**src/rtl/gate_lane_arbiter_pkg.sv**
```systemverilog
// Shared types and defaults for the two-lane gate arbiter.
// The state enum is visible to the top, its debug port and the bench.
package gate_lane_arbiter_pkg;

  localparam int PIN_W_DEF   = 16;
  localparam int TIMEOUT_DEF = 1000;
  localparam int TMR_W_DEF   = 10;

  typedef enum logic [2:0] {
    ST_IDLE    = 3'd0,
    ST_WAIT    = 3'd1,
    ST_PASS    = 3'd2,
    ST_DONE_OK = 3'd3,
    ST_REJECT  = 3'd4,
    ST_LOCK    = 3'd5
  } state_t;

  // A lane owns the gatemanager only while waiting for it or passing through it.
  function automatic logic is_busy(input state_t s);
    return (s == ST_WAIT) || (s == ST_PASS);
  endfunction

endpackage

```
**src/rtl/gate_lane_arbiter_if.sv**
```systemverilog
// Bundle of lane and gatemanager signals around the arbiter.
// master = lanes + gatemanager side, slave = the arbiter itself.
interface gate_lane_arbiter_if
  import gate_lane_arbiter_pkg::*;
#(
  parameter int PIN_W = PIN_W_DEF
);

  // Handshake: a lane raises req with its PIN ready and holds it for the whole
  // transaction; gnt stays high from one cycle after req is seen until the
  // end cycle, where gnt drops and done pulses once with ok qualifying it.
  logic             req0;
  logic             req1;
  logic [PIN_W-1:0] pin0;
  logic [PIN_W-1:0] pin1;
  logic             s02_0;
  logic             s02_1;
  logic             gnt0;
  logic             gnt1;
  logic             done;
  logic             ok;
  logic             gm_s01;
  logic [PIN_W-1:0] gm_pass;
  logic             gm_s02;
  logic             gm_gate;
  logic             gm_wrong_pin;
  logic             gm_lock;
  logic             lock_out;

  modport master (
    output req0, req1, pin0, pin1, s02_0, s02_1,
    output gm_gate, gm_wrong_pin, gm_lock,
    input  gnt0, gnt1, done, ok, gm_s01, gm_pass, gm_s02, lock_out
  );

  modport slave (
    input  req0, req1, pin0, pin1, s02_0, s02_1,
    input  gm_gate, gm_wrong_pin, gm_lock,
    output gnt0, gnt1, done, ok, gm_s01, gm_pass, gm_s02, lock_out
  );

endinterface

```
**src/rtl/gate_lane_arbiter_rr_arbiter_2.sv**
```systemverilog
// Two-way round-robin picker. ptr names the lane that wins a tie; on advance
// it moves away from the lane currently granted so that lane loses next tie.
module rr_arbiter_2 (
  input  logic       clk,
  input  logic       rst,
  input  logic [1:0] req,
  input  logic       advance,
  output logic [1:0] gnt
);

  logic ptr;

  assign gnt[0] = req[0] & (~req[1] | ~ptr);
  assign gnt[1] = req[1] & ~gnt[0];

  always_ff @(posedge clk) begin
    if (rst) begin
      ptr <= 1'b0;
    end else if (advance) begin
      ptr <= gnt[0];
    end
  end

endmodule

```
**src/rtl/gate_lane_arbiter.sv**
```systemverilog
// Shares one gatemanager between two entry lanes: grants a lane, forwards its
// PIN and exit sensor, and reports passed / rejected / locked back to the lane.
module gate_lane_arbiter
  import gate_lane_arbiter_pkg::*;
#(
  parameter int PIN_W   = PIN_W_DEF,
  parameter int TIMEOUT = TIMEOUT_DEF,
  parameter int TMR_W   = TMR_W_DEF
) (
  input  logic                clk,
  input  logic                rst,
  gate_lane_arbiter_if.slave  bus,
  output state_t              dbg_state
);

  state_t           state;
  state_t           state_n;
  logic             lane;
  logic             lane_n;
  logic [TMR_W-1:0] timer;
  logic [TMR_W-1:0] timer_n;

  logic             gnt0_q;
  logic             gnt1_q;
  logic             done_q;
  logic             ok_q;
  logic             s01_q;
  logic [PIN_W-1:0] pass_q;
  logic             s02_q;
  logic             lock_q;

  logic [1:0]       arb_req;
  logic [1:0]       arb_gnt;
  logic             advance;
  logic             lane_req;
  logic             lane_s02;
  logic             timeout_hit;
  logic             busy_n;

  assign lane_req    = lane ? bus.req1 : bus.req0;
  assign lane_s02    = lane_n ? bus.s02_1 : bus.s02_0;
  assign timeout_hit = (timer == TMR_W'(TIMEOUT - 1));
  assign advance     = (state == ST_DONE_OK) || (state == ST_REJECT);
  assign busy_n      = is_busy(state_n);

  // Outside IDLE the arbiter only sees the lane being served, so the
  // pointer update at the end cycle is taken against that lane.
  assign arb_req = (state == ST_IDLE) ? {bus.req1, bus.req0}
                                      : (lane ? 2'b10 : 2'b01);

  rr_arbiter_2 u_rr (
    .clk     (clk),
    .rst     (rst),
    .req     (arb_req),
    .advance (advance),
    .gnt     (arb_gnt)
  );

  always_comb begin
    state_n = state;
    lane_n  = lane;
    timer_n = timer;
    if (is_busy(state) && (timer != {TMR_W{1'b1}})) begin
      timer_n = timer + 1'b1;
    end
    case (state)
      ST_IDLE: begin
        if (|arb_gnt) begin
          state_n = ST_WAIT;
          lane_n  = arb_gnt[1];
          timer_n = '0;
        end
      end
      ST_WAIT: begin
        if (bus.gm_lock) begin
          state_n = ST_LOCK;
        end else if (!lane_req) begin
          state_n = ST_REJECT;
        end else if (bus.gm_wrong_pin) begin
          state_n = ST_REJECT;
        end else if (bus.gm_gate) begin
          state_n = ST_PASS;
          timer_n = '0;
        end else if (timeout_hit) begin
          state_n = ST_REJECT;
        end
      end
      ST_PASS: begin
        // Entry into PASS required gate high, so gate low here is its fall.
        if (bus.gm_lock) begin
          state_n = ST_LOCK;
        end else if (!lane_req) begin
          state_n = ST_REJECT;
        end else if (!bus.gm_gate) begin
          state_n = ST_DONE_OK;
        end else if (timeout_hit) begin
          state_n = ST_REJECT;
        end
      end
      ST_DONE_OK: state_n = ST_IDLE;
      ST_REJECT:  state_n = ST_IDLE;
      ST_LOCK:    state_n = ST_LOCK;
      default:    state_n = ST_IDLE;
    endcase
  end

  always_ff @(posedge clk) begin
    if (rst) begin
      state  <= ST_IDLE;
      lane   <= 1'b0;
      timer  <= '0;
      gnt0_q <= 1'b0;
      gnt1_q <= 1'b0;
      done_q <= 1'b0;
      ok_q   <= 1'b0;
      s01_q  <= 1'b0;
      pass_q <= '0;
      s02_q  <= 1'b0;
      lock_q <= 1'b0;
    end else begin
      state  <= state_n;
      lane   <= lane_n;
      timer  <= timer_n;
      gnt0_q <= busy_n & ~lane_n;
      gnt1_q <= busy_n & lane_n;
      s01_q  <= busy_n;
      s02_q  <= (state_n == ST_PASS) & lane_s02;
      done_q <= (state_n == ST_DONE_OK) || (state_n == ST_REJECT);
      ok_q   <= (state_n == ST_DONE_OK);
      lock_q <= (state_n == ST_LOCK);
      // PIN is captured once at grant and held; later pin changes are ignored.
      if (!busy_n) begin
        pass_q <= '0;
      end else if (state == ST_IDLE) begin
        pass_q <= lane_n ? bus.pin1 : bus.pin0;
      end
    end
  end

  assign bus.gnt0     = gnt0_q;
  assign bus.gnt1     = gnt1_q;
  assign bus.done     = done_q;
  assign bus.ok       = ok_q;
  assign bus.gm_s01   = s01_q;
  assign bus.gm_pass  = pass_q;
  assign bus.gm_s02   = s02_q;
  assign bus.lock_out = lock_q;
  assign dbg_state    = state;

endmodule

```
**src/flat_wrapper.sv**
```systemverilog
// flat-port wrapper written by rule: the top's interface ports become plain ports
module gate_lane_arbiter_flat import gate_lane_arbiter_pkg::*;
#(
  parameter int PIN_W   = PIN_W_DEF,
  parameter int TIMEOUT = TIMEOUT_DEF,
  parameter int TMR_W   = TMR_W_DEF
)
  (clk, rst, dbg_state, bus_req0, bus_req1, bus_pin0, bus_pin1, bus_s02_0, bus_s02_1, bus_gm_gate, bus_gm_wrong_pin, bus_gm_lock, bus_gnt0, bus_gnt1, bus_done, bus_ok, bus_gm_s01, bus_gm_pass, bus_gm_s02, bus_lock_out);
  gate_lane_arbiter_if #(.PIN_W(PIN_W)) bus_i ();
  input  logic clk;
  input  logic rst;
  output state_t dbg_state;
  input wire logic [$bits(bus_i.req0)-1:0] bus_req0;
  input wire logic [$bits(bus_i.req1)-1:0] bus_req1;
  input wire logic [$bits(bus_i.pin0)-1:0] bus_pin0;
  input wire logic [$bits(bus_i.pin1)-1:0] bus_pin1;
  input wire logic [$bits(bus_i.s02_0)-1:0] bus_s02_0;
  input wire logic [$bits(bus_i.s02_1)-1:0] bus_s02_1;
  input wire logic [$bits(bus_i.gm_gate)-1:0] bus_gm_gate;
  input wire logic [$bits(bus_i.gm_wrong_pin)-1:0] bus_gm_wrong_pin;
  input wire logic [$bits(bus_i.gm_lock)-1:0] bus_gm_lock;
  output wire logic [$bits(bus_i.gnt0)-1:0] bus_gnt0;
  output wire logic [$bits(bus_i.gnt1)-1:0] bus_gnt1;
  output wire logic [$bits(bus_i.done)-1:0] bus_done;
  output wire logic [$bits(bus_i.ok)-1:0] bus_ok;
  output wire logic [$bits(bus_i.gm_s01)-1:0] bus_gm_s01;
  output wire logic [$bits(bus_i.gm_pass)-1:0] bus_gm_pass;
  output wire logic [$bits(bus_i.gm_s02)-1:0] bus_gm_s02;
  output wire logic [$bits(bus_i.lock_out)-1:0] bus_lock_out;
  assign bus_i.req0 = bus_req0;
  assign bus_i.req1 = bus_req1;
  assign bus_i.pin0 = bus_pin0;
  assign bus_i.pin1 = bus_pin1;
  assign bus_i.s02_0 = bus_s02_0;
  assign bus_i.s02_1 = bus_s02_1;
  assign bus_i.gm_gate = bus_gm_gate;
  assign bus_i.gm_wrong_pin = bus_gm_wrong_pin;
  assign bus_i.gm_lock = bus_gm_lock;
  assign bus_gnt0 = bus_i.gnt0;
  assign bus_gnt1 = bus_i.gnt1;
  assign bus_done = bus_i.done;
  assign bus_ok = bus_i.ok;
  assign bus_gm_s01 = bus_i.gm_s01;
  assign bus_gm_pass = bus_i.gm_pass;
  assign bus_gm_s02 = bus_i.gm_s02;
  assign bus_lock_out = bus_i.lock_out;
  gate_lane_arbiter #(.PIN_W(PIN_W), .TIMEOUT(TIMEOUT), .TMR_W(TMR_W)) u_core (.clk(clk), .rst(rst), .bus(bus_i), .dbg_state(dbg_state));
endmodule
```
**config.mk**
```make
export PLATFORM = sky130hd
export DESIGN_NAME = gate_lane_arbiter_flat
export DESIGN_NICKNAME = d
export VERILOG_FILES = /design/src/rtl/gate_lane_arbiter_pkg.sv /design/src/rtl/gate_lane_arbiter_if.sv /design/src/rtl/gate_lane_arbiter_rr_arbiter_2.sv /design/src/rtl/gate_lane_arbiter.sv /design/src/flat_wrapper.sv
export SDC_FILE = /design/constraint.sdc
export NUM_CORES = 1
export LEC_CHECK = 0
export CAP_MARGIN = 10
export CELL_PAD_IN_SITES_DETAIL_PLACEMENT = 2
export CELL_PAD_IN_SITES_GLOBAL_PLACEMENT = 2
export CORE_ASPECT_RATIO = 0.5
export CORE_MARGIN = 10
export CORE_UTILIZATION = 29
export DETAILED_ROUTE_END_ITERATION = 10
export PLACE_DENSITY_LB_ADDON = 0.1
export SYNTH_ARGS = -nofsm -noshare
export SYNTH_HDL_FRONTEND = slang
export SYNTH_HIERARCHICAL = 1
export SYNTH_SLANG_ARGS = --single-unit
```
**constraint.sdc**
```tcl
create_clock -name clk -period 7.23 [get_ports clk]
set_input_delay 1.0845 -clock clk [delete_from_list [all_inputs] [get_ports clk]]
set_output_delay 1.0845 -clock clk [all_outputs]
set_load 0.02 [all_outputs]
```
== Word-level counts from Yosys, hierarchy flattened ==
Index checks and enable logic that the tools add are counted.

* Flip-flop bits (word level): 38
* Latch bits: 0
* RAM bits: 0
* ROM bits: 0
* Bits of input ports: 41
* Output and inout bits: 26
* Word-level logic and storage cells: 68
* Memories kept: 0

* Add/subtract/negate cells: 1
* Multiply operators: 0
* Div/mod/pow operators: 0
* $lt $le $gt $ge: 0
* Equal/unequal tests: 12
* Shift-type cells: 0
* Muxes and demuxes: 24
* Bitwise gates (word level): 11
* Reductions and logical operators: 8

{| class="wikitable"
|+ Operators with widths
! kind !! number
|-
| 2-to-1 mux 10 bit || 6
|-
| 2-to-1 mux 3 bit || 9
|-
| one-hot mux 10 bit (2 select lines) || 1
|-
| 2-to-1 mux 16 bit || 1
|-
| equality test 3 x 2 -> 1 bit, second input constant || 4
|-
| equality test 3 bit, second input constant || 4
|-
| one-hot mux 3 bit (4 select lines) || 1
|-
| adder 10 x 1 -> 10 bit, second input constant || 1
|-
| equality test 10 bit, second input constant || 1
|-
| inequality test 10 bit, second input constant || 1
|-
| equality test 3 x 1 -> 1 bit, second input constant || 2
|-
| AND 1 bit || 5
|-
| inverter 1 bit || 5
|-
| logical OR 1 bit || 4
|-
| 2-to-1 mux 1 bit || 4
|-
| 2-to-1 mux 2 bit || 2
|-
| OR reduction 2 bit || 2
|-
| zero test 3 bit || 1
|-
| logical AND 1 bit || 1
|-
| bitwise OR 1 bit || 1
|}

== Longest topological paths before layout ==
Gate-level depths: netlist of the first run.

* Depth after elaboration: 14
* Mapped depth: 12
* Gate-level depth less buffers: 9

== Modules after synthesis ==
Netlist of the first run, hierarchy kept.

{| class="wikitable"
|+ Modules (own cells, without submodules)
! module !! times used !! cells each !! area each (µm²) !! sequential area each (µm²)
|-
| gate_lane_arbiter || 1 || 197 || 1921.8 || 740.7
|-
| rr_arbiter_2 || 1 || 7 || 67.6 || 20.0
|}

== Worst setup path before layout of the first run ==
OpenSTA, ideal clock, no wires.

* Path kind: register -> register
* From: reg u_core.state[0] (netlist: u_core/dbg_state[0])
* To: reg u_core.pass_q[10] (netlist: u_core/bus.gm_pass[10])
* Library setup time: 0.087 ns
* Arrival: 3.306 ns
* Required time: 7.143 ns
* Setup slack: 3.837 ns
* Stages on the path, launching flop included: 13
* Buffers on the path: 3
* Clock period less this slack: 3.393 ns
* Cells stage by stage: dfxtp_1 -> buf_4 -> nor3_2 -> clkbuf_1 -> nand2_1 -> nand2_1 -> a21boi_0 -> nor3_1 -> a2111oi_0 -> a311o_1 -> nand4_4 -> buf_4 -> a221oi_2

* Word-level cells in the longest chain between the ends: 14
* Elaborated cells on any way between the ends: 29
* Classes of those cells: 5 x eq/ne; 14 x mux; 6 x bitwise; 4 x reduce/logical

{| class="wikitable"
|+ Ends and longest elaborated chain
! what !! line !! RTL
|-
| from (decl) || gate_lane_arbiter.sv:16 || <nowiki>state_t state;</nowiki>
|-
| from (signal assigned) || gate_lane_arbiter.sv:121 || <nowiki>state <= state_n;</nowiki>
|-
| zero test 3 bit (*) || gate_lane_arbiter.sv:48 || <nowiki>assign arb_req = (state == ST_IDLE) ? {bus.req1, bus.req0}</nowiki>
|-
| 2-to-1 mux 2 bit (*) || gate_lane_arbiter.sv:48 ||
|-
| named net u_core.arb_req[1] || gate_lane_arbiter.sv:32 || <nowiki>logic [1:0] arb_req;</nowiki>
|-
| inverter 1 bit || gate_lane_arbiter_rr_arbiter_2.sv:13 || <nowiki>assign gnt[0] = req[0] & (~req[1] | ~ptr);</nowiki>
|-
| bitwise OR 1 bit || gate_lane_arbiter_rr_arbiter_2.sv:13 ||
|-
| AND 1 bit || gate_lane_arbiter_rr_arbiter_2.sv:13 ||
|-
| inverter 1 bit || gate_lane_arbiter_rr_arbiter_2.sv:14 || <nowiki>assign gnt[1] = req[1] & ~gnt[0];</nowiki>
|-
| AND 1 bit (*) || gate_lane_arbiter_rr_arbiter_2.sv:14 ||
|-
| named net u_core.arb_gnt[1] || gate_lane_arbiter.sv:33 || <nowiki>logic [1:0] arb_gnt;</nowiki>
|-
| OR reduction 2 bit || gate_lane_arbiter.sv:68 || <nowiki>if (|arb_gnt) begin</nowiki>
|-
| 2-to-1 mux 3 bit || gate_lane_arbiter.sv:68 ||
|-
| one-hot mux 3 bit (4 select lines) || gate_lane_arbiter.sv:66 || <nowiki>case (state)</nowiki>
|-
| equality test 3 x 1 -> 1 bit or equality test 3 x 2 -> 1 bit (tied branches) || gate_lane_arbiter_pkg.sv:20 || <nowiki>return (s == ST_WAIT) || (s == ST_PASS);</nowiki>
|-
| logical OR 1 bit || gate_lane_arbiter_pkg.sv:20 ||
|-
| inverter 1 bit (no line) || n/a ||
|-
| OR reduction 2 bit (no line) || n/a ||
|-
| to (signal assigned) || gate_lane_arbiter.sv:135 || <nowiki>pass_q <= lane_n ? bus.pin1 : bus.pin0;</nowiki>
|-
| to (decl) || gate_lane_arbiter.sv:28 || <nowiki>logic [PIN_W-1:0] pass_q;</nowiki>
|}

Mark *: on every way through the listed nets, which the timed path passes. The rest lies on a longest branch.
A chain may end at the register's enable or synchronous reset.

== Final worst setup path of the first run ==
* From: in bus_req1
* To: reg u_core.pass_q[15] (netlist: u_core/bus.gm_pass[15])

* Word-level cells in the longest chain between the ends: 13
* Elaborated cells on any way between the ends: 22
* Classes of those cells: 2 x eq/ne; 11 x mux; 6 x bitwise; 3 x reduce/logical

{| class="wikitable"
|+ Ends and longest elaborated chain
! what !! line !! RTL
|-
| from (decl) || flat_wrapper.sv:14 || <nowiki>input wire logic [$bits(bus_i.req1)-1:0] bus_req1;</nowiki>
|-
| 2-to-1 mux 2 bit (*) || gate_lane_arbiter.sv:48 ||
|-
| named net u_core.arb_req[1] || gate_lane_arbiter.sv:32 ||
|-
| inverter 1 bit || gate_lane_arbiter_rr_arbiter_2.sv:13 ||
|-
| bitwise OR 1 bit || gate_lane_arbiter_rr_arbiter_2.sv:13 ||
|-
| AND 1 bit || gate_lane_arbiter_rr_arbiter_2.sv:13 ||
|-
| inverter 1 bit || gate_lane_arbiter_rr_arbiter_2.sv:14 ||
|-
| AND 1 bit (*) || gate_lane_arbiter_rr_arbiter_2.sv:14 ||
|-
| named net u_core.arb_gnt[1] || gate_lane_arbiter.sv:33 ||
|-
| OR reduction 2 bit || gate_lane_arbiter.sv:68 ||
|-
| 2-to-1 mux 3 bit || gate_lane_arbiter.sv:68 ||
|-
| one-hot mux 3 bit (4 select lines) || gate_lane_arbiter.sv:66 ||
|-
| equality test 3 x 1 -> 1 bit or equality test 3 x 2 -> 1 bit (tied branches) || gate_lane_arbiter_pkg.sv:20 ||
|-
| logical OR 1 bit || gate_lane_arbiter_pkg.sv:20 ||
|-
| inverter 1 bit (no line) || n/a ||
|-
| OR reduction 2 bit (no line) || n/a ||
|}

Marks and branches as above.

==> impl_results.md, run 1 <==
- Final Hold Vio Count: 0
- Global-route wire length before repair: 10000 um
- Vias: 1773
- HP Class: register to register
- Critical R2R Launch: u_core/dbg_state[2]$_SDFF_PP0_
- Seq/Total Area, Yosys: 38.2%
- Via density: 4.95
- Worst-Skew Late Latency: 280 ps
- Seq pwr share: 28.3%
- Largest incremental delay on the critical path: 480 ps
- Most frequent CP cell: nand2_1
- Antenna Cells: 0
- Mapped Nets: 246
- Die Span X: 137 um
- Drt wl/cell: 17.2 um
- CTS tree: yes
- Placed cell areas: 2710 um2
- Nets: 307
- Routability cong.: 0.739
- Post-synth cell types: 47
- Avg Cell Area, Syn: 9.75 um2
- Post-DRT Antenna Nets: 0
- Post-route DRC: 0
- Largest cells by area after synthesis: dfxtp_1, a221oi_2, mux2i_1
- LEAKAGE: 1.12 nW
- Worst reg2reg setup slack: 3660 ps
- CTS Buffer Depth: 2
- Post-CTS Setup Inserts: 0
- CP arrival: 3810 ps
- Synth area leader: dfxtp_1
- Crit path to: u_core/bus.gm_pass[15]$_SDFFE_PP0P_
- Row count: 21
- Syn Inst Count: 204
- Outcome: finished clean
- # setup viols final: 0
- H-tree levels: 2
- Final Slew Violations: 0
- VDD IR max: 0.112 mV
- Clock root buffer: clkbuf_16
- Worst Path Required: 7420 ps
- I/O Pins: 67
- Port Buf Inserts: 66
- Worst hold slack: 521 ps
- Combinational fraction of design power: 49.6%
- Final Skew: 5.81 ps
- Startpoint types: primary input
- Net Switching: 0.434 mW
- PD cells: 378 nW/um2
- Yosys warns: 6
- Dpl hpwl: 4640 um
- Remaining Overflow, GRT: 0
- Critical path's top delay family: compound AO/OA/AOI/OAI gates
- Number of fill cells: 701
- Worst relative slew slack: 40.3%
- Worst slew pin tran: 890 ps
- Primary FF master, synth: dfxtp_1
- Crit Path Max Fanout: 19
- Reg2Reg Depth: 10
- 1st-iter DRT viols: 73
- Detailed Route WL: 6150 um
- CTS buffer count: 5
- Total of max-cap violations: 0
- TritonRoute pass-1 iters: 4
- Die H: 78.6 um
- Crit path from: bus_req1
- CTS Hold Buffers Added: 0
- Slowest stage cell, crit path: clkdlybuf4s50_1
- Core Box Area: 6670 um2
- Switching Fraction: 40.0%
- Synthesis-stage register bit count: 38
- GRT Overall Usage: 11.5%
- Largest net degree at the start of global routing: 36
- CTS Sinks: 38
- Clk pwr share: 22.2%
- FFs w/ async S/R, synth: 0%
- Final Core Density: 43.0%
- Total die area: 10800 um2
- Worst path cell trace: clkdlybuf4s50_1, nand2_1, nand2_1, a21boi_0, nor3_1, a2111oi_0, a311o_1, nand4_4, a221oi_2
- Fmax: 276 MHz
- Reg2reg end: u_core/bus.gm_pass[15]$_SDFFE_PP0P_
- EDFF count, synth: 0
- Clock period minus worst slack: 3620 ps
- Initial Util: 29.8%
- Stages on worst setup path: 9
- Post-CTS sizing: 0
- Design Area, Final: 2870 um2
- Period utilization: 50.1%
- CP bufs+invs: 1
- RSZ-0062 raised after global routing: no
- Setup TNS: 0 ps
- Cell-internal power: 0.651 mW
- Layout area overhead: 44.3%
- Critical path type: primary input to register
- Worst-path clk slew: 60 ps
- Synthesized area: 1990 um2
- Number of global-route vias before repair: 1870
- Critical Path Sink Type: register
- Initial antenna violation count: 0
- Layout cells sized above 1: 13.2%
- Top cell type's share of synthesized area: 38.2%
## kinds of logic (layout without fill, tap and decap cells)
logic type                 after synthesis  after routing  share of synthesized area [%]
AOI/OAI and AO/OA                       38             38                           21.1
xor gates and xnor gates                10             10                           4.40
adders and majority gates                1              1                          0.629
buffers and inverters                   19             81                           5.28
DFF                                     38             38                           38.2
muxes                                   20             20                           10.1
and+or+nand+nor                         78             78                           20.3
## flip-flops by register name (all words and copies together), names as in the netlist
| signal | flops |
|---|---|
| u_core/bus.gm_pass | 16 |
| u_core/timer | 10 |
| u_core/dbg_state | 3 |
| u_core/bus.done | 1 |
| u_core/bus.gm_s01 | 1 |
| u_core/bus.gm_s02 | 1 |
| u_core/bus.gnt0 | 1 |
| u_core/bus.gnt1 | 1 |
| u_core/bus.lock_out | 1 |
| u_core/bus.ok | 1 |
| u_core/lane | 1 |
| u_core/u_rr/ptr | 1 |
## cell usage in the layout, fill, tap and decap left out, drive strengths merged, types with 4 or more instances in the layout
| cell | count |
|---|---|
| nor3 | 4 |
| clkdlybuf4s50 | 66 |
| nand4 | 6 |
| nor2 | 35 |
| mux2i | 20 |
| dfxtp | 38 |
| nor3b | 4 |
| inv | 5 |
| xor2 | 8 |
| nand2 | 11 |
| clkbuf | 8 |
| a221oi | 16 |
## tightest hold or removal path: cells and delay by family, from the launching register on
kind	cells	cell delay [ps]
AND/OR/NAND/NOR	1	120
AO/OA/AOI/OAI	1	40
flip-flops	1	310
## routing by layer
metal | wire [um] | up-vias | GRT usage (%)
met5 | 0 | - | 0
met4 | 45 | 0 | 2.82
met3 | 366 | 5 | 4.07
met2 | 2980 | 35 | 19.4
met1 | 2750 | 870 | 13.6
li1 | - | 863 | -
## layout make-up
class / count / area, um2 / area share (%)
Clock buffer: 8 / 166 / 5.80
Inverter: 5 / 18.8 / 0.654
Multi-Input combinational cell: 147 / 1130 / 39.5
Sequential cell: 38 / 761 / 26.5
Tap cell: 92 / 115 / 4.01
Timing Repair Buffer: 68 / 676 / 23.5
## power by group through the flow
stage	Combinational, mW	Sequential (mW)	Clock [mW]
after global routing	0.586	0.318	0.259
after detailed placement	0.546	0.313	0
after global placement	0.532	0.310	0
final	0.538	0.307	0.240
after CTS	0.548	0.309	0.250
after floorplan	0.318	0.349	0
## cells in the mapped netlist (2+ instances only)
master / instances
a21oi_1: 2
a221oi_2: 16
and2_1: 3
and3_1: 3
buf_2: 3
buf_4: 4
buf_6: 2
clkbuf_1: 5
dfxtp_1: 38
inv_1: 5
mux2i_1: 20
nand2_1: 11
nand2b_1: 2
nand3_1: 3
nand4_1: 5
nor2_1: 35
nor2b_1: 3
nor3_1: 3
nor3b_1: 3
o21ai_0: 3
xnor2_1: 2
xor2_1: 8
## through the flow
step / cells / total power [mW] / setup WS, ps
2_1_floorplan: 204 / 0.667 / 3840
3_3_place_gp: 350 / 0.842 / 3420
3_5_place_dp: 350 / 0.859 / 3290
4_1_cts: 358 / 1.11 / 3580
5_1_grt: 358 / 1.16 / 3280
6_report: 358 / 1.08 / 3610
## how the worst min path moves through the flow
stage	start	endpoint	slack (ps)	cells past startpoint
CTS	u_core/bus.gm_pass[3]$_SDFFE_PP0P_	u_core/bus.gm_pass[3]$_SDFFE_PP0P_	530	2
floorplan	u_core/timer[8]$_SDFF_PP0_	u_core/timer[8]$_SDFF_PP0_	490	2
detailed placement	u_core/bus.gm_pass[13]$_SDFFE_PP0P_	u_core/bus.gm_pass[13]$_SDFFE_PP0P_	510	2
global route	u_core/bus.gm_pass[7]$_SDFFE_PP0P_	u_core/bus.gm_pass[7]$_SDFFE_PP0P_	550	2
finish	u_core/bus.gm_pass[3]$_SDFFE_PP0P_	u_core/bus.gm_pass[3]$_SDFFE_PP0P_	520	2
global placement	u_core/bus.gm_pass[11]$_SDFFE_PP0P_	u_core/bus.gm_pass[11]$_SDFFE_PP0P_	510	2
(Power assumes the default switching activity.)
==> run 2: changes to the inputs <==
--- a/config.mk
+++ b/config.mk
@@ -10,7 +10,7 @@
 export CELL_PAD_IN_SITES_GLOBAL_PLACEMENT = 2
 export CORE_ASPECT_RATIO = 0.5
 export CORE_MARGIN = 10
-export CORE_UTILIZATION = 29
+export CORE_UTILIZATION = 27
 export DETAILED_ROUTE_END_ITERATION = 10
 export PLACE_DENSITY_LB_ADDON = 0.1
 export SYNTH_ARGS = -nofsm -noshare
==> constraint.sdc (replaced) <==
create_clock -name clk -period 3.6 [get_ports clk]
set_input_delay 0.54 -clock clk [delete_from_list [all_inputs] [get_ports clk]]
set_output_delay 0.54 -clock clk [all_outputs]
set_load 0.02 [all_outputs]
==> impl_results.md, run 2 (synthesis gave the netlist of run 1 again) <==
- Initial Util: 28.8%
- LEAKAGE: 1.13 nW
- Global-route wire length before repair: 10300 um
- Worst-Skew Late Latency: 280 ps
- Routability cong.: 0.742
- Core Box Area: 6910 um2
- Die H: 80.7 um
- Worst-path clk slew: 60 ps
- Commonest non-fill, non-tap cell in the layout: clkdlybuf4s50_1
- H-tree levels: 2
- Row count: 21
- Setup TNS: 0 ps
- Clock root buffer: clkbuf_16
- Initial antenna violation count: 0
- Final WS setup: 535 ps
- GRT Overall Usage: 11.1%
- PD cells: 763 nW/um2
- 1st-iter DRT viols: 79
- TritonRoute pass-1 iters: 3
- Critical Path Sink Type: register
- # setup viols final: 0
- Layout area overhead: 45.3%
- Post-route DRC: 0
- Overall Power: 2.21 mW
- Remaining Overflow, GRT: 0
- Via density: 4.85
- Drt wl/cell: 17.3 um
- Total die area: 11400 um2
- Final Slew Violations: 0
- Post-CTS sizing: 0
- RSZ-0062 raised after global routing: no
- Total of max-cap violations: 0
- Port Buf Inserts: 66
- Outcome: finished clean
- Max reg flops: 16
- Clock period minus worst slack: 3060 ps
- I/O Pins: 67
- Detailed Route WL: 6260 um
- DP Cell Count: 353
- Dpl hpwl: 4750 um
- HP Class: register to register
- Most frequent cells in the layout: clkdlybuf4s50_1, dfxtp_1, nor2_1
- Final Hold Vio Count: 0
- CTS Buffer Depth: 2
- Number of global-route vias before repair: 1892
- Final Skew: 5.11 ps
- CTS Sinks: 38
- Vias: 1750
- Post-DRT Antenna Nets: 0
- Post-place setup slack: 238 ps
- VDD IR max: 0.182 mV
- Critical path type: register to register
- Worst relative slew slack: 41.6%
- Non-filler cells, final: 361
- Crit Path Max Fanout: 19
- CTS Hold Buffers Added: 0
- Startpoint types: register
- CTS tree: yes
- Fmax: 326 MHz
- Layout cells sized above 1: 13.4%
- Worst slew pin tran: 869 ps
- Worst Path Required: 3790 ps
- Die Span X: 141 um
- Nets: 310
- Final Core Density: 41.8%
- Antenna Cells: 0
- CP arrival: 3250 ps
- CTS buffer count: 5
- Largest net degree at the start of global routing: 35
- Period utilization: 85.1%
- Post-CTS Setup Inserts: 0
==> run 2: cell count changes in the layout (fill, tap and decap cells not counted) <==
cell       previous run  this run
bufinv_16             0         1
clkbuf_8              3         0
clkbuf_1              0         2
buf_4                 2         5
==> run 2: cell type report <==
| class | instances | area, um2 |
|---|---|---|
| timing repair buffer | 71 | 698 |
| clock inverter | 1 | 30.0 |
| inverter | 5 | 18.8 |
| clock buffer | 7 | 133 |
| fill | 749 | 4020 |
| sequential | 38 | 761 |
| multi-input combinational | 147 | 1130 |
| tap | 92 | 115 |
==> run 2: through the flow <==
stage / hold slack [ps] / cell area [um2]
global route: 543 / 2890
finish: 519 / 2890
global placement: 508 / 2730
CTS: 530 / 2890
detailed placement: 521 / 2730
floorplan: 486 / 1990
==> run 2: power breakdown <==
group / switching, mW / total, mW / internal, mW
Sequential: 0.0536 / 0.580 / 0.527
Clock: 0.163 / 0.490 / 0.327
Combinational: 0.658 / 1.14 / 0.478
==> run 2: final timing paths <==
check / from / end / slack [ps] / depth (start not counted)
setup / recovery: u_core/dbg_state[2]$_SDFF_PP0_ / u_core/bus.gm_pass[0]$_SDFFE_PP0P_ / 540 / 8
setup reg to reg: u_core/dbg_state[2]$_SDFF_PP0_ / u_core/bus.gm_pass[0]$_SDFFE_PP0P_ / 540 / 8
hold / removal: u_core/bus.gm_pass[3]$_SDFFE_PP0P_ / u_core/bus.gm_pass[3]$_SDFFE_PP0P_ / 520 / 2
hold reg to reg: u_core/bus.gm_pass[3]$_SDFFE_PP0P_ / u_core/bus.gm_pass[3]$_SDFFE_PP0P_ / 520 / 2
==> run 2: routing by layer <==
layer  share of wire, %  up-vias  GRT usage, %
met4               0.42        0          2.74
li1                   -      864             -
met1                 48      846          13.8
met3                5.1        4          3.93
met5                  0        -             0
met2                 46       36          18.1
==> run 2: worst max-delay path, cell delays in order (launching register included) <==
cell and delay [ps]:
dfxtp_1 310, or3_1 420, o21a_1 200, a21boi_0 360
nor3_1 90, a2111oi_0 410, a311o_1 340, nand4_4 420
a221oi_2 410
==> run 3: changes to the inputs <==
--- a/config.mk
+++ b/config.mk
@@ -9,7 +9,7 @@
 export CELL_PAD_IN_SITES_DETAIL_PLACEMENT = 2
 export CELL_PAD_IN_SITES_GLOBAL_PLACEMENT = 2
 export CORE_ASPECT_RATIO = 0.5
-export CORE_MARGIN = 10
+export CORE_MARGIN = 2
 export CORE_UTILIZATION = 27
 export DETAILED_ROUTE_END_ITERATION = 10
 export PLACE_DENSITY_LB_ADDON = 0.1
==> impl_results.md, run 3 (synthesis gave the netlist of run 1 again) <==
- Initial Util: 27.5%
- CTS buffer count: 5
- Design Area, Final: 2870 um2
- Detailed Route WL: 5840 um
- Setup TNS: 0 ps
- Post-DRT Antenna Nets: 0
- Number of fill cells: 791
- CTS Sinks: 38
- Dpl hpwl: 4360 um
- Final Hold Vio Count: 0
- Layout area overhead: 44.2%
- Via density: 4.92
- Layout cells sized above 1: 13.8%
- Routability cong.: 0.764
- Initial antenna violation count: 0
- Final Slew Violations: 0
- Total die area: 8110 um2
- Post-CTS Setup Inserts: 0
- DP Cell Count: 357
- Worst relative slew slack: 47.5%
- PD cells: 741 nW/um2
- TritonRoute pass-1 iters: 4
- Highest Signal Layer: met4
- Met3 wire length: 287 um
- CP arrival: 3250 ps
- Multi-input logic area: 1130 um2
- Post-CTS sizing: 0
- Met2 WL post-DR: 2750 um
- GRT Overall Usage: 15.2%
- CTS Buffer Depth: 2
- # setup viols final: 0
- Outcome: finished clean
- CTS tree: yes
- Worst slew pin tran: 782 ps
- Nets: 310
- Post-route DRC: 0
- H-tree levels: 2
- Total of max-cap violations: 0
- M1 wire length: 2740 um
- Number of global-route vias before repair: 1931
- Port Buf Inserts: 66
- Crit Path Max Fanout: 19
- Core Box Area: 7240 um2
- Die H: 64.7 um
- Vias: 1790
- Row count: 22
- Most frequent cells in the layout: clkdlybuf4s50_1, dfxtp_1, nor2_1
- Slowest stage cell, crit path: nand4_4
- Antenna Cells: 0
- Worst Path Required: 3780 ps
- Largest net degree at the start of global routing: 35
- Die Span X: 125 um
- Largest incremental delay on the critical path: 430 ps
- Global-route wire length before repair: 9710 um
- I/O Pins: 67
- Clock root buffer: clkbuf_16
- Reg area: 761 um2
- Fmax: 326 MHz
- Worst-path clk slew: 60 ps
- Clock period minus worst slack: 3070 ps
- Non-filler cells, final: 364
- Commonest non-fill, non-tap cell in the layout: clkdlybuf4s50_1
- Drt wl/cell: 16.0 um
- Period utilization: 85.2%
- RSZ-0062 raised after global routing: no
- 1st-iter DRT viols: 67
- Worst-Skew Late Latency: 280 ps
- VDD IR max: 0.224 mV
- Max reg flops: 16
- LEAKAGE: 1.12 nW
- Startpoint types: register
- HP Class: register to register
- Final Skew: 4.77 ps
- Worst path cell trace: or3_1, o21a_1, a21boi_0, nor3_1, a2111oi_0, a311o_1, nand4_4, a221oi_2
- Remaining Overflow, GRT: 0
- CP bufs+invs: 0
- Critical path's top delay family: compound AO/OA/AOI/OAI gates
- Critical path type: register to register
- Placed cell areas: 2730 um2
- CTS Hold Buffers Added: 0
- Critical Path Sink Type: register
-- run 3: cell type report --
type	instances	area share (%)
multi-input cells	147	39.6
flip-flops and latches	38	26.5
repair buffers	71	24.3
clock buffers	5	4.36
well taps	96	4.19
inverters	5	0.654
clock inverters	2	0.349
-- run 3: worst paths after layout --
| path | startpoint | endpoint | slack [ps] | cells past startpoint |
|---|---|---|---|---|
| worst min-delay path | u_core/bus.gm_pass[8]$_SDFFE_PP0P_ | u_core/bus.gm_pass[8]$_SDFFE_PP0P_ | 520 | 2 |
| worst max-delay path | u_core/dbg_state[2]$_SDFF_PP0_ | u_core/bus.gm_pass[12]$_SDFFE_PP0P_ | 530 | 8 |
| worst min register to register | u_core/bus.gm_pass[8]$_SDFFE_PP0P_ | u_core/bus.gm_pass[8]$_SDFFE_PP0P_ | 520 | 2 |
| worst max register to register | u_core/dbg_state[2]$_SDFF_PP0_ | u_core/bus.gm_pass[12]$_SDFFE_PP0P_ | 530 | 8 |
-- run 3: layer usage --
metal  GRT usage [%]  vias up
met2            26.8       36
met1            17.9      883
met5               0        -
li1                -      864
met3            5.04        7
met4            4.17        0
-- run 3: power breakdown --
part	total (mW)	switching, mW	internal [mW]
Clock	0.417	0.167	0.250
Sequential	0.578	0.0515	0.526
Combinational	1.13	0.651	0.479
-- run 3: tightest hold or removal path, stage by stage, from the launching register on --
cell and delay (ps):
dfxtp_1 310, nor2_1 120, a221oi_2 40
-- run 3: per-stage QoR --
stage                     utilization (%)  total power [mW]  hold WS [ps]  setup WS, ps
after floorplan                         -              1.34           486           207
after detailed placement             37.7              1.73           518           211
after CTS                            39.6              2.17           527           486
final                                39.6              2.12           521           533
after global placement               37.7              1.70           508           355
after global routing                 39.6              2.27           555           281
